--- src/rtl/ex_seq_divider.sv ---
// ex_seq_divider: radix-2 restoring DIV/DIVU/REM/REMU unit for the execute stage.
// Ports: clk, rst (sync, active-high), start, op[1:0], word, in1, in2, flush,
//        div_stall (comb), valid (1-cycle pulse), result (registered).
module ex_seq_divider #(
   parameter int BUS_WIDTH    = 64,
   parameter bit WORD_MODE_EN = 1'b1
) (
   input  logic                 clk,
   input  logic                 rst,
   input  logic                 start,
   input  logic [1:0]           op,
   input  logic                 word,
   input  logic [BUS_WIDTH-1:0] in1,
   input  logic [BUS_WIDTH-1:0] in2,
   input  logic                 flush,
   output logic                 div_stall,
   output logic                 valid,
   output logic [BUS_WIDTH-1:0] result
);

   localparam int W  = BUS_WIDTH;
   localparam int CW = $clog2(W + 1);

   localparam logic [W-1:0] MIN_F = {1'b1, {(W-1){1'b0}}};
   localparam logic [W-1:0] MIN_W = {W{1'b1}} << 31;

   typedef enum logic [1:0] {
      S_IDLE,
      S_CALC,
      S_DONE
   } state_t;

   state_t        r_state;
   logic [CW-1:0] r_cnt;
   logic [W-1:0]  r_rem;
   logic [W-1:0]  r_quo;
   logic [W-1:0]  r_dvs;
   logic          r_is_rem;
   logic          r_word;
   logic          r_sa;
   logic          r_sb;
   logic [W-1:0]  r_result;
   logic          r_valid;

   // operand conditioning at the start edge
   logic          w_word;
   logic          w_sgn;
   logic          w_is_rem;
   logic [W-1:0]  w_a;
   logic [W-1:0]  w_b;
   logic [W-1:0]  w_a_ext;
   logic          w_sa;
   logic          w_sb;
   logic [W-1:0]  w_ma;
   logic [W-1:0]  w_mb;
   logic          w_div0;
   logic          w_ovf;
   logic [W-1:0]  w_spec;
   logic [CW-1:0] w_n;

   // one restoring step
   logic [W:0]    w_sh;
   logic          w_ge;
   logic [W-1:0]  w_diff;
   logic [W-1:0]  w_rem_n;
   logic [W-1:0]  w_quo_n;
   logic [W-1:0]  w_raw;
   logic          w_neg;
   logic [W-1:0]  w_fix;
   logic [W-1:0]  w_final;

   always_comb begin
      w_word   = word & WORD_MODE_EN;
      w_sgn    = ~op[0];
      w_is_rem = op[1];

      w_a = in1;
      w_b = in2;
      if (w_word) begin
         if (w_sgn) begin
            w_a = W'($signed(in1[31:0]));
            w_b = W'($signed(in2[31:0]));
         end else begin
            w_a = W'(in1[31:0]);
            w_b = W'(in2[31:0]);
         end
      end

      // remainder of x/0 is the dividend sign-extended even for REMUW
      w_a_ext = w_word ? W'($signed(in1[31:0])) : in1;

      w_sa = w_sgn & w_a[W-1];
      w_sb = w_sgn & w_b[W-1];
      w_ma = w_sa ? -w_a : w_a;
      w_mb = w_sb ? -w_b : w_b;

      w_div0 = (w_b == '0);
      w_ovf  = w_sgn && (&w_b) &&
               (w_a == (w_word ? MIN_W : MIN_F));

      if (w_div0)
         w_spec = w_is_rem ? w_a_ext : '1;
      else
         w_spec = w_is_rem ? '0 : w_a;

      w_n = w_word ? CW'(32) : CW'(W);
   end

   always_comb begin
      w_sh    = {r_rem, r_quo[W-1]};
      w_ge    = (w_sh >= {1'b0, r_dvs});
      // exact when w_ge: the difference is below 2^W
      w_diff  = w_sh[W-1:0] - r_dvs;
      w_rem_n = w_ge ? w_diff : w_sh[W-1:0];
      w_quo_n = {r_quo[W-2:0], w_ge};

      w_raw   = r_is_rem ? w_rem_n : w_quo_n;
      w_neg   = r_is_rem ? r_sa : (r_sa ^ r_sb);
      w_fix   = w_neg ? -w_raw : w_raw;
      w_final = r_word ? W'($signed(w_fix[31:0])) : w_fix;
   end

   always_ff @(posedge clk) begin
      if (rst) begin
         r_state  <= S_IDLE;
         r_cnt    <= '0;
         r_rem    <= '0;
         r_quo    <= '0;
         r_dvs    <= '0;
         r_is_rem <= 1'b0;
         r_word   <= 1'b0;
         r_sa     <= 1'b0;
         r_sb     <= 1'b0;
         r_result <= '0;
         r_valid  <= 1'b0;
      end else if (flush) begin
         r_state <= S_IDLE;
         r_cnt   <= '0;
         r_valid <= 1'b0;
      end else begin
         case (r_state)
            S_IDLE: begin
               r_valid <= 1'b0;
               if (start) begin
                  r_is_rem <= w_is_rem;
                  r_word   <= w_word;
                  r_sa     <= w_sa;
                  r_sb     <= w_sb;
                  r_cnt    <= w_n;
                  if (w_div0 || w_ovf) begin
                     r_result <= w_spec;
                     r_valid  <= 1'b1;
                     r_state  <= S_DONE;
                  end else begin
                     r_rem   <= '0;
                     // word magnitudes sit in the top half so 32 shifts
                     // consume exactly their 32 significant bits
                     r_quo   <= w_word ? (w_ma << 32) : w_ma;
                     r_dvs   <= w_mb;
                     r_state <= S_CALC;
                  end
               end
            end
            S_CALC: begin
               r_rem <= w_rem_n;
               r_quo <= w_quo_n;
               r_cnt <= r_cnt - CW'(1);
               if (r_cnt == CW'(1)) begin
                  r_result <= w_final;
                  r_valid  <= 1'b1;
                  r_state  <= S_DONE;
               end
            end
            S_DONE: begin
               r_valid <= 1'b0;
               r_state <= S_IDLE;
            end
            default: begin
               r_valid <= 1'b0;
               r_state <= S_IDLE;
            end
         endcase
      end
   end

   assign div_stall = ((r_state == S_IDLE) && start && !flush) ||
                      (r_state == S_CALC);
   assign valid     = r_valid;
   assign result    = r_result;

endmodule

--- config.mk ---
export PLATFORM = sky130hd
export DESIGN_NAME = ex_seq_divider
export DESIGN_NICKNAME = d
export VERILOG_FILES = /design/src/rtl/ex_seq_divider.sv
export SDC_FILE = /design/constraint.sdc
export NUM_CORES = 1
export LEC_CHECK = 0
export ABC_AREA = 1
export CORE_ASPECT_RATIO = 0.9
export CORE_MARGIN = 2
export CORE_UTILIZATION = 55
export DETAILED_ROUTE_END_ITERATION = 8
export GPL_ROUTABILITY_DRIVEN = 0
export PLACE_DENSITY = 0.79
export REMOVE_ABC_BUFFERS = 1
export SLEW_MARGIN = 5
export SYNTH_ARGS = -nofsm -noshare
export SYNTH_HDL_FRONTEND = slang
export SYNTH_SLANG_ARGS = --single-unit
--- constraint.sdc ---
create_clock -name clk -period 3.33 [get_ports clk]
set_input_delay 0.666 -clock clk [delete_from_list [all_inputs] [get_ports clk]]
set_output_delay 0.666 -clock clk [all_outputs]
set_load 0.05 [all_outputs]
==> impl_metrics.tcl, run 1 <==
set metrics [dict create \
    stop_error "[ERROR GRT-0116] Global routing finished with congestion. Check the congestion regions in the DRC Viewer." \
    cts_hold_buf 0 \
    synthXorXnorAreaFrac_pct 4.67 \
    die_h_um 211 \
    yosysWarningCount 0 \
    grt_pass1_wl_mm 333 \
    io_pins 201 \
    grt_max_degree 99 \
    outcome "did not finish" \
    ys_ff_latch 270 \
    rows 75 \
    dp_hpwl_mm 93.2 \
    die_w_um 234 \
    portBuffers 200 \
    syn_area_per_cell_um2 5.57 \
    synth-compound-area-share_pct 16.6 \
    dp_slack_ps -1260 \
    ys_types 58 \
    synth.top_cell.area_share_pct 20.9 \
    cts.sinks 270 \
    synth_top_cell_by_area "nand2_1" \
    synth.cell_area_mm2 0.0263 \
    grtUsageTotal_pct 86.8 \
    cts_buffers 34 \
    synth-simple-area-share_pct 42.0 \
    yosysSeqAreaShare_pct 20.6 \
    start_util_pct 56.0 \
    synth_top_family_by_area "simple AND/OR/NAND/NOR gates" \
    cts_buffer_depth 3 \
    haltStage "global routing (5_1_grt)" \
    cts_root_buf "clkbuf_16" \
    synthTopCellsByArea "nand2_1 (21%), dfxtp_1 (21%), inv_1 (8.6%)" \
    grt_overflow 957 \
    dp_cells 6395 \
    synth_fa_ha_area_share_pct 3.41 \
    grt_pass1_vias 52600 \
    cts-htree-levels 2 \
    synth_mux_area_share_pct 0 \
    synth_cells 4722 \
]
==> routing by layer <==
layer | GRT overflow | track usage (%)
met1 | 23 | 84.3
met2 | 601 | 98.9
met3 | 27 | 77.2
met4 | 305 | 89.1
met5 | 1 | 59.3
==> cell usage after synthesis (all sizes together) <==
| library cell | n |
|---|---|
| a21o | 3 |
| nand2 | 1504 |
| nor2 | 538 |
| nand4 | 67 |
| nor4 | 22 |
| a22o | 1 |
| o2111ai | 3 |
| a21oi | 360 |
| a211oi | 14 |
| o21a | 4 |
| dfxtp | 270 |
| nor3b | 1 |
| ha | 70 |
| clkinv | 4 |
| xnor2 | 28 |
| o22ai | 26 |
| xor2 | 112 |
| inv | 628 |
| and3 | 2 |
| o21bai | 12 |
| a221oi | 1 |
| nand3b | 26 |
| fa | 1 |
| o41ai | 1 |
| o211ai | 9 |
| a31oi | 69 |
| clkbuf | 130 |
| o311ai | 1 |
| or3 | 1 |
| nor3 | 61 |
| o221ai | 12 |
| and2 | 2 |
| buf | 75 |
| o21ai | 271 |
| a311oi | 2 |
| nand3 | 331 |
| o31ai | 6 |
| a22oi | 4 |
| or2 | 50 |
==> per-stage QoR <==
| step | setup TNS (ps) | cell area [um2] |
|---|---|---|
| CTS | -22410 | 42300 |
| detailed placement | -275850 | 36600 |
| global placement | -246680 | 36600 |
| floorplan | -1246560 | 25300 |
==> cell families after synthesis <==
logic type	Yosys count
buffers and inverters	837
adders and majority gates	71
and+or+nand+nor	2605
AOI/OAI and AO/OA	799
xor gates and xnor gates	140
DFF	270
==> repair_timing <==
action                                  CTS
pin swaps                               192
endpoints found under the setup margin  259
resized for setup                       692
setup buffers                           136
cloned                                   28
==> run 2, diff against run 1 <==
CORE_ASPECT_RATIO = not set   (was 0.9)
CORE_UTILIZATION = 40   (was 55)
PLACE_DENSITY = not set   (was 0.79)
PLACE_DENSITY_LB_ADDON = 0.15   (was not set)
clock period = 4.35 ns   (was 3.33 ns; I/O delays follow)
==> run 2 against run 1 <==
Compared with the run above:
- the run now ends clean
- synthesized area unchanged
- synthesized cell count unchanged
==> impl_metrics.tcl, run 2 <==
set metrics [dict create \
    routedWlPerCell_um 19.9 \
    dr.first_iter.drc_count 3864 \
    critPathMostFrequentCell "nand2_1" \
    min_path_type "reg -> reg" \
    syn2layout_area_growth_pct 36.1 \
    ys_types 58 \
    cap_violations 0 \
    portBuffers 200 \
    ant_nets 0 \
    critPathLaunchType "flip-flop" \
    vias_per_cell 5.47 \
    use_met2_pct 52.8 \
    yosysWarningCount 0 \
    antenna_found_initial 3 \
    fin_crit_sh_pct 98.3 \
    synth-edff-count 0 \
    cts_buffers 37 \
    synth-simple-area-share_pct 42.0 \
    cts_tree "done" \
    seq_area_mm2 0.00544 \
    cts_buffer_depth 3 \
    top_usage_layer "met2" \
    start_util_pct 40.6 \
    synth_mux_area_share_pct 0 \
    synth_top_family_by_area "simple AND/OR/NAND/NOR gates" \
    synthXorXnorAreaFrac_pct 4.67 \
    p_per_area_mw_per_mm2 275 \
    grt_overflow 0 \
    synth-async-reset-ratio_pct 0 \
    cts.clk_slew.worst_paths_ps 60 \
    synth_top_cell_by_area "nand2_1" \
    grt_util_met3_pct 7.03 \
    io_pins 201 \
    synthTopCellsByArea "nand2_1 (21%), dfxtp_1 (21%), inv_1 (8.6%)" \
    cts_root_buf "clkbuf_16" \
    outcome "completed" \
    setup_viol 0 \
    synth_fa_ha_area_share_pct 3.41 \
    critPathArrivalTime_ps 4730 \
    ys_ff_latch 270 \
    end_kind "flip-flop" \
    cp_slowest_cell "nor2_4" \
    wl_mm 124 \
    die_h_um 260 \
    synth-compound-area-share_pct 16.6 \
    worstSkewPairLatency_ps 590 \
    first_pass_iters 8 \
    hold_viol_final 0 \
    die_w_um 260 \
    dr_total_vias 34000 \
    crit_path_max_incr_delay_ps 360 \
    tightest_slew_ps 1090 \
    synth.top_cells.by_count "nand2_1 (1,461), inv_1 (605), nor2_1 (504), a21oi_1 (357), nand3_1 (319)" \
    fmax_ghz 0.234 \
    crit_fanout 8 \
    reg2reg_depth 29 \
    layout-drive-gt1-share_pct 19.8 \
    placed_area_mm2 0.0328 \
    path_class "reg -> reg" \
    synthMostInstantiatedCell "nand2_1" \
    relSlewSlack_pct 27.3 \
    multi_input_comb_area_mm2 0.0188 \
    dp_hpwl_mm 97.1 \
    p_total_mw 9.83 \
    final_cell_mix "nand2_1 (1,395), inv_1 (593), buf_4 (539), nor2_1 (452), a21oi_1 (351)" \
    ir_drop_mv 0.227 \
    cts-htree-levels 2 \
    dieArea_mm2 0.0678 \
    layout_commonest_cell "nand2_1" \
    synth_cells 4722 \
    syn_area_per_cell_um2 5.57 \
    drv_slew 0 \
    grt_pass1_wl_mm 183 \
    route.detailed.drc 0 \
    synthFlopType "dfxtp_1" \
    dp_cells 6112 \
    synth.top_cell.area_share_pct 20.9 \
    fin_worst_skew_ps 24.7 \
    cts_hold_buf 0 \
    grt_max_degree 85 \
    grtUsageTotal_pct 35.0 \
    hold_depth 2 \
    fin_nets 5540 \
    grtUsageMet1_pct 46.7 \
    grt_pass1_vias 30900 \
    worstPathRequired_ps 4810 \
    core_area_mm2 0.0647 \
    p_leak_nw 17.1 \
    synth.cell_area_mm2 0.0263 \
    fin_area_mm2 0.0358 \
    min_period_ps 4280 \
    instances_no_fill 6216 \
    cts.sinks 270 \
    yosysSeqAreaShare_pct 20.6 \
    fillCellCount 6684 \
    rsz0062_at_grt "true" \
    rows 93 \
]
run 2: cell counts after synthesis:
No cell type changed its count.
run 2: metrics by stage:
stage	setup slack, ps	util, %	setup TNS (ps)	hold slack, ps
6_report	74.2	55.3	0	462
5_1_grt	-80.5	55.3	-1440	488
4_1_cts	1.52	52.8	0	464
3_5_place_dp	-512	50.7	-99560	456
3_3_place_gp	-462	50.7	-80620	456
2_1_floorplan	-5180	-	-986030	430
run 2: path summary, 6_finish.rpt:
path         startpoint          to  slack [ps]
min reg2reg    r_cnt[3]    r_cnt[3]         460
max           r_dvs[62]  result[40]          70
max reg2reg   r_dvs[62]  result[40]          70
min            r_cnt[3]    r_cnt[3]         460
run 2: area by class of cell:
class	instances	share of cell area (%)
flip-flops and latches	270	15.2
clock inverters	19	0.731
repair buffers	777	19.1
inverters	632	6.66
multi-input cells	3616	52.5
diodes	1	0.00700
clock buffers	46	2.82
well taps	855	2.99
run 2: metal layers:
metal	share of wire, %	vias up
li1	-	16400
met1	41	15400
met2	42	1834
met3	11	336
met4	6.6	4
met5	0.026	-
run 2: cells by family (layout without fill, tap and decap cells):
logic type,count (synthesis),in the layout
AND/OR/NAND/NOR,2605,2606
adder cells (fa/ha/maj),71,71
XOR/XNOR,140,140
flip-flops,270,270
other,0,1
buffers and inverters,837,1474
AO/OA/AOI/OAI,799,799
run 2: repair_timing:
item | 4_1_cts | 5_1_grt
resized for setup | 7 | 279
setup buffers | 3 | 26
gates cloned | 0 | 9
setup endpoints to repair | 28 | 256
endpoints found under the hold margin | 0 | 0
pin swaps | 4 | 50
run 2: worst max-delay path: cells and delay by family, from the launching register on:
| family | cells | cell delay, ps |
|---|---|---|
| adders and majority gates | 1 | 220 |
| AOI/OAI and AO/OA | 2 | 280 |
| and+or+nand+nor | 21 | 2500 |
| buffers and inverters | 5 | 810 |
| DFF | 1 | 320 |
run 2: report_power, final:
part           total (mW)  internal [mW]  switching [mW]
Sequential           2.68           2.58          0.0953
Combinational        3.86           1.47            2.39
Clock                3.29           1.96            1.33
Total                9.83           6.01            3.82
Power figures use the tool's default switching activity.
